`src/rtl/seg7_chan_scan.sv`:
```
// rtl/seg7_chan_scan.sv - channel selector/scanner producing registered 7-segment display data
// Optional auto-scan (dwell counter, scan_tick) compiled in by defining SEG7_CHAN_SCAN_AUTOSCAN_EN.
module seg7_chan_scan #(
  parameter int          NCH     = 8,
  parameter int          DW      = 32,
  parameter int          DWELL   = 50000000,
  parameter logic [31:0] RST_PAT = 32'hAA5555AA,
  localparam int         CW      = $clog2(NCH)
) (
  input  logic              clk,
  input  logic              rst,
  input  logic              wr_en,
  input  logic [DW-1:0]     wr_data,
  input  logic [1:0]        mode,
  input  logic [CW-1:0]     sel,
  input  logic [NCH*DW-1:0] ch_data,
  input  logic [DW-1:0]     reg_data,
  output logic [DW-1:0]     seg7_data,
  output logic [CW-1:0]     cur_ch,
  output logic              scan_tick,
  output logic              frozen
);

  localparam logic [1:0] M_MAN  = 2'b00;
  localparam logic [1:0] M_AUTO = 2'b01;
  localparam logic [1:0] M_REG  = 2'b10;
  localparam logic [1:0] M_FRZ  = 2'b11;

  logic [DW-1:0] disp0;
  logic [DW-1:0] chan [NCH];
  logic [CW-1:0] disp_sel;
  logic          unused_slice0;

  // Channel 0 comes from the local register; the bus slice 0 is deliberately ignored.
  assign chan[0]       = disp0;
  assign unused_slice0 = ^ch_data[DW-1:0];

  for (genvar i = 1; i < NCH; i++) begin : g_chan
    assign chan[i] = ch_data[i*DW +: DW];
  end

  always_ff @(posedge clk) begin
    if (rst) begin
      disp0     <= DW'(RST_PAT);
      seg7_data <= '0;
      frozen    <= 1'b0;
    end else begin
      if (wr_en) disp0 <= wr_data;
      frozen <= (mode == M_FRZ);
      case (mode)
        M_MAN, M_AUTO: seg7_data <= chan[disp_sel];
        M_REG:         seg7_data <= reg_data;
        default:       seg7_data <= seg7_data;
      endcase
    end
  end

`ifdef SEG7_CHAN_SCAN_AUTOSCAN_EN
  localparam int               CNTW    = (DWELL > 1) ? $clog2(DWELL) : 1;
  localparam logic [CNTW-1:0]  CNT_MAX = CNTW'(DWELL - 1);

  logic [CNTW-1:0] dwell_cnt;
  logic [1:0]      mode_q;
  logic            tick_q;

  assign disp_sel  = (mode == M_AUTO) ? cur_ch : sel;
  assign scan_tick = tick_q;

  // mode_q resets to manual so the first auto-scan edge after reset restarts at sel.
  always_ff @(posedge clk) begin
    if (rst) begin
      cur_ch    <= '0;
      dwell_cnt <= '0;
      mode_q    <= M_MAN;
      tick_q    <= 1'b0;
    end else begin
      mode_q <= mode;
      tick_q <= 1'b0;
      case (mode)
        M_MAN: begin
          cur_ch    <= sel;
          dwell_cnt <= '0;
        end
        M_AUTO: begin
          if (mode_q != M_AUTO) begin
            cur_ch    <= sel;
            dwell_cnt <= '0;
          end else if (dwell_cnt == CNT_MAX) begin
            dwell_cnt <= '0;
            cur_ch    <= cur_ch + CW'(1);
            tick_q    <= 1'b1;
          end else begin
            dwell_cnt <= dwell_cnt + CNTW'(1);
          end
        end
        default: begin
          cur_ch    <= cur_ch;
          dwell_cnt <= dwell_cnt;
        end
      endcase
    end
  end
`else
  localparam int unused_dwell = DWELL;

  assign disp_sel  = sel;
  assign scan_tick = 1'b0;

  always_ff @(posedge clk) begin
    if (rst) begin
      cur_ch <= '0;
    end else if (mode == M_MAN || mode == M_AUTO) begin
      cur_ch <= sel;
    end
  end
`endif

endmodule

```
`config.mk`:
```
export PLATFORM = sky130hd
export DESIGN_NAME = seg7_chan_scan
export DESIGN_NICKNAME = d
export VERILOG_FILES = /design/src/rtl/seg7_chan_scan.sv
export SDC_FILE = /design/constraint.sdc
export NUM_CORES = 1
export LEC_CHECK = 0
export ABC_CLOCK_PERIOD_IN_PS = 3500
export BUFFER_PORTS_ARGS = -buffer_cell sky130_fd_sc_hd__buf_2
export CORE_AREA = 2 2 143 145
export DETAILED_ROUTE_END_ITERATION = 8
export DIE_AREA = 0 0 145 147
export PLACE_DENSITY = 0.61
export SLEW_MARGIN = 20
export SYNTH_ARGS = -nofsm -noshare
export SYNTH_HDL_FRONTEND = slang
export SYNTH_SLANG_ARGS = --single-unit
```
`constraint.sdc`:
```
create_clock -name clk -period 3.5 [get_ports clk]
set_input_delay 0.175 -clock clk [delete_from_list [all_inputs] [get_ports clk]]
set_output_delay 0.175 -clock clk [all_outputs]
set_load 0.05 [all_outputs]
```
== Word level (Yosys, flattened, before mapping) ==
Cells that the tools add are included.
Word-level totals
  bits in registers: 68
  input port bits: 328
  output and inout bits: 37
  word-level logic and storage cells: 17
Operators by class
  magnitude comparators: 1
  equal/unequal tests: 3
  multiplexer cells: 4
  bitwise logic cells: 1
  reduce and logical (&&, ||, !) cells: 4
Operators with widths (count)
  binary-select mux 32 bit (select 3 bit): 1
  two-way mux 32 bit: 2
  one-hot mux 32 bit (2 select lines): 1
  == test 2 bit, second input constant: 2
  >= comparator 4 bit, second input constant: 1
  NOT 3 -> 4 bit: 1
  == test 2 x 1 -> 1 bit, second input constant: 1
  zero test 2 bit: 1
  nonzero test 2 bit: 1
  OR reduction 2 bit: 1
  logical OR 1 bit: 1

== Depth between registers and ports, before layout ==
  word-level depth: 5
  depth in mapped cells: 7
  depth with buffers taken out: 4

== Worst setup path after synthesis ==
OpenSTA, ideal clock, no wires.
  path type: input to register
  start: in sel[0]
  end: reg seg7_data[0]
  setup time: 0.132 ns
  arrival: 1.283 ns
  required time: 3.368 ns
  path slack: 2.084 ns
  stages: 6
  path buffers: 3
  cell sequence: buf_6 buf_12 buf_4 mux4_2 nand2_1 a31oi_1
Between the ends
  word-level cells in the longest chain between the ends: 5
RTL lines
  start, declared: RTL line 15  | input logic [CW-1:0] sel,
  NOT 3 -> 4 bit (implied by the code): RTL line 51  | M_MAN, M_AUTO: seg7_data <= chan[disp_sel];
  binary-select mux 32 bit (select 3 bit): RTL line 51
  two-way mux 32 bit (implied by the code) (2 in a row): RTL line 51
  one-hot mux 32 bit (2 select lines): RTL line 50  | case (mode)
  end signal, assigned: RTL line 51
  end signal, assigned: RTL line 52  | M_REG: seg7_data <= reg_data;
  end signal, assigned: RTL line 53  | default: seg7_data <= seg7_data;
  end, declared: RTL line 18  | output logic [DW-1:0] seg7_data,
Every way passes these cells. The select of a mux whose other input is x is not followed.
A chain may end at the register's enable or synchronous reset.

== Worst setup path after layout ==
  start: in sel[0]
  end: reg seg7_data[22]
The elaborated chain is that of the path after synthesis.

==> summary.md <==
| Metric | Value |
|---|---|
| Post-CTS Setup Repair Bufs | `0` |
| Outcome | `completed` |
| Cell Area, Placed | `6581 sq um` |
| PwrDens | `355.1 nW/um^2` |
| Pleak | `3.253 nW` |
| Antenna cells | `0` |
| Buffers on Ports | `331` |
| GRT Overall Usage | `0.1720` |
| DIE AREA | `21,320 sq um` |
| Routed vias | `4,874` |
| Cells after synthesis | `459` |
| Reg2reg setup slack | `2.13 ns` |
| First-pass GRT wire length | `28,180 microns` |
| Async SR Flop Fraction | `0` |
| Worst-Margin Slew | `0.9097 ns` |
| Number of setup violations in the final report | `0` |
| Clock Root Buffer | `clkbuf_16` |
| Flops & latches, synth | `68` |
| Hold Startpoint | `wr_data[7]` |
| Fin util | `0.3451` |
| Dpl ws | `1.144 ns` |
| Setup crit end kind | `flop` |
| Relative slew slack | `0.3935` |
| Final Cell Area | `6849 sq um` |
| Core Rows | `52` |
| CP Class | `input pin to flop` |
| CTS max path bufs | `2` |
| Worst Hold Class | `input pin to flop` |
| Clock sinks | `68` |
| Grt ovf | `0` |
| Vias in the first global route | `5,035` |
| Setup ws final | `1.545 ns` |
| Synthesized area per cell | `10.38 sq um` |
| Skew final | `0.005944 ns` |
| CTS tree | `built` |
| CTS resizes | `0` |
| Chip width | `145 microns` |
| Fmax | `0.5115 GHz` |
| Final hold violation count | `0` |
| Max_cap viols | `0` |
| Crit Path Max Fanout | `42` |
| Slowest-stage cell, CP | `buf_4` |
| Detail Placement HPWL | `14,040 microns` |
| Initial antenna violation count | `0` |
| WL/cell | `17.81 microns` |
| TritonCTS buffer count | `9` |
| Critical path's most frequent cell | `buf_4` |
| Iter 0 DRT Violations | `209` |
| Final Cycle Share | `0.5586` |
| H-Tree Depth | `3` |
| Routed Antenna Nets | `0` |
| Routability cong. | `0.8181` |
| Hold_buf cts | `0` |
| IO Count | `365` |
| Critical Path RT | `3.74 ns` |
| Crit-path cells | `buf_4 -> buf_4 -> and2_1 -> a22oi_1 -> a31oi_1` |
| Post-synth EDFFs | `0` |
| Pin count of the biggest net entering global routing | `46` |
| Drt total wl | `18,480 microns` |
| First drt pass iteration count | `5` |
| Vias per cell | `4.696` |
| Initial Util | `0.2402` |
| R2R depth | `4` |
| Hold EP | `disp0[7]` |
| Crit path DAT | `2.19 ns` |
| Yosys Warn Count | `0` |
| Synth Flop Type | `dfxtp_1` |
| VDD IR-drop max | `0.0001957 V` |
| Unique masters post-synth | `29` |
| DRC | `0` |
| Fill cell count | `2,064` |
| Worst R2R End | `seg7_data[11]` |
| Clk Latency, worst-skew pair | `0.33 ns` |
| Fraction of layout cells with a size suffix above 1 | `0.5846` |
| Setup_tns | `0 ns` |
| Mapped Area | `4766 sq um` |
| RSZ-0062 raised after global routing | `false` |
| Final nets | `1,092` |
| Die Ht | `147 microns` |
| Reg clk slew, reported paths | `0.06 ns` |
| Syn Nets | `787` |
| Fin crit period | `1.955 ns` |
| Core Region | `19,840 sq um` |
| CP max stage delay | `0.57 ns` |
| Layout area overhead | `43.71%` |
| CP Launch Type | `input pin` |
| Hold-critical path depth | `2` |
| Register area share after synthesis | `0.2856` |
| Max-slew violations | `0` |
| FF-to-FF Start | `disp0[11]` |
## cells in the mapped netlist (2+ instances only)
cell type | number | area (sq um)
a31oi_1 | 22 | 137.6
mux4_2 | 19 | 427.9
mux4_1 | 16 | 420.4
a22oi_1 | 29 | 217.7
o22ai_1 | 2 | 12.51
o21ai_0 | 7 | 35.03
buf_12 | 2 | 40.04
clkbuf_1 | 14 | 52.55
nor2_1 | 37 | 138.9
nand2_1 | 60 | 225.2
a2111oi_2 | 7 | 105.1
buf_2 | 17 | 85.08
dfxtp_1 | 68 | 1361
mux2i_1 | 35 | 350.3
nor2b_1 | 19 | 118.9
buf_4 | 2 | 15.01
and2_1 | 2 | 12.51
mux2_2 | 66 | 743.2
buf_1 | 7 | 26.28
a211oi_1 | 4 | 30.03
a211o_1 | 16 | 140.1
## routing by layer
metal,global-route usage,wire (microns),up-vias,share of wire
met5,0,0,-,0
met4,0.05990,416,0,0.023
met3,0.04658,1312,24,0.071
met2,0.3045,9152,238,0.50
met1,0.2008,7601,2263,0.41
li1,-,-,2349,-
## metrics by stage
stage	power (mW)	hold slack, ns	instances
finish	2.432	0.04559	1038
global route	2.570	0.02952	1038
CTS	2.483	0.02278	1038
detailed placement	1.612	0.3865	1023
global placement	1.604	0.3795	1023
floorplan	1.337	0.2929	459
## area by class of cell
| type | instances | area (sq um) | share of cell area |
|---|---|---|---|
| sequential | 68 | 1361 | 0.1988 |
| clock buffer | 10 | 239.0 | 0.03489 |
| multi-input combinational | 346 | 3148 | 0.4596 |
| tap | 270 | 337.8 | 0.04932 |
| timing repair buffer | 339 | 1734 | 0.2532 |
| clock inverter | 5 | 28.78 | 0.004202 |
## sequential cells by signal, indices dropped and copies added, names as in the netlist
name	count
cur_ch	3
seg7_data	32
frozen	1
disp0	32
## worst max-delay path: cells and delay by family
family                 cells  cell delay (ns)
AOI/OAI and AO/OA          2             0.46
buffers and inverters      2             0.97
and+or+nand+nor            1             0.56
## cell usage in the layout (no fill, tap or decap)
| cell | n |
|---|---|
| nor2_1 | 36 |
| nor2_2 | 1 |
| or2b_2 | 1 |
| nand2b_1 | 1 |
| nor2b_1 | 19 |
| nand2_1 | 60 |
| mux4_1 | 16 |
| clkinv_2 | 4 |
| mux2i_1 | 35 |
| mux2_2 | 66 |
| a21oi_1 | 1 |
| clkinv_4 | 1 |
| buf_12 | 1 |
| o21ai_0 | 7 |
| clkbuf_16 | 9 |
| o22ai_1 | 2 |
| clkbuf_8 | 1 |
| a211oi_1 | 4 |
| mux4_2 | 19 |
| or2_2 | 1 |
| a22oi_1 | 29 |
| conb_1 | 1 |
| and2_1 | 2 |
| buf_2 | 329 |
| a211o_1 | 16 |
| a2111oi_2 | 7 |
| a31oi_1 | 22 |
| buf_4 | 9 |
| dfxtp_1 | 68 |
## cells by family after synthesis
| family | share of synthesized area |
|---|---|
| muxes | 0.4075 |
| and+or+nand+nor | 0.1084 |
| AOI/OAI and AO/OA | 0.1433 |
| DFF | 0.2856 |
| buffers and inverters | 0.05434 |
| other | 0.0007869 |
## power by group
part	internal [mW]	switching [mW]	leakage, nW
Combinational	0.342	0.385	2.55
Sequential	0.834	0.0278	0.564
Clock	0.491	0.352	0.138
## worst max-delay path by stage
stage                     startpoint             to  slack (ns)  depth (start not counted)
after floorplan               sel[0]   seg7_data[0]        2.08                          6
after global placement        sel[0]  seg7_data[22]        1.21                          5
after detailed placement      sel[0]  seg7_data[22]        1.14                          5
after CTS                     sel[0]  seg7_data[22]        1.50                          5
after global routing          sel[0]  seg7_data[22]        1.39                          5
final                         sel[0]  seg7_data[22]        1.54                          5
Power figures use the tool's default switching activity.
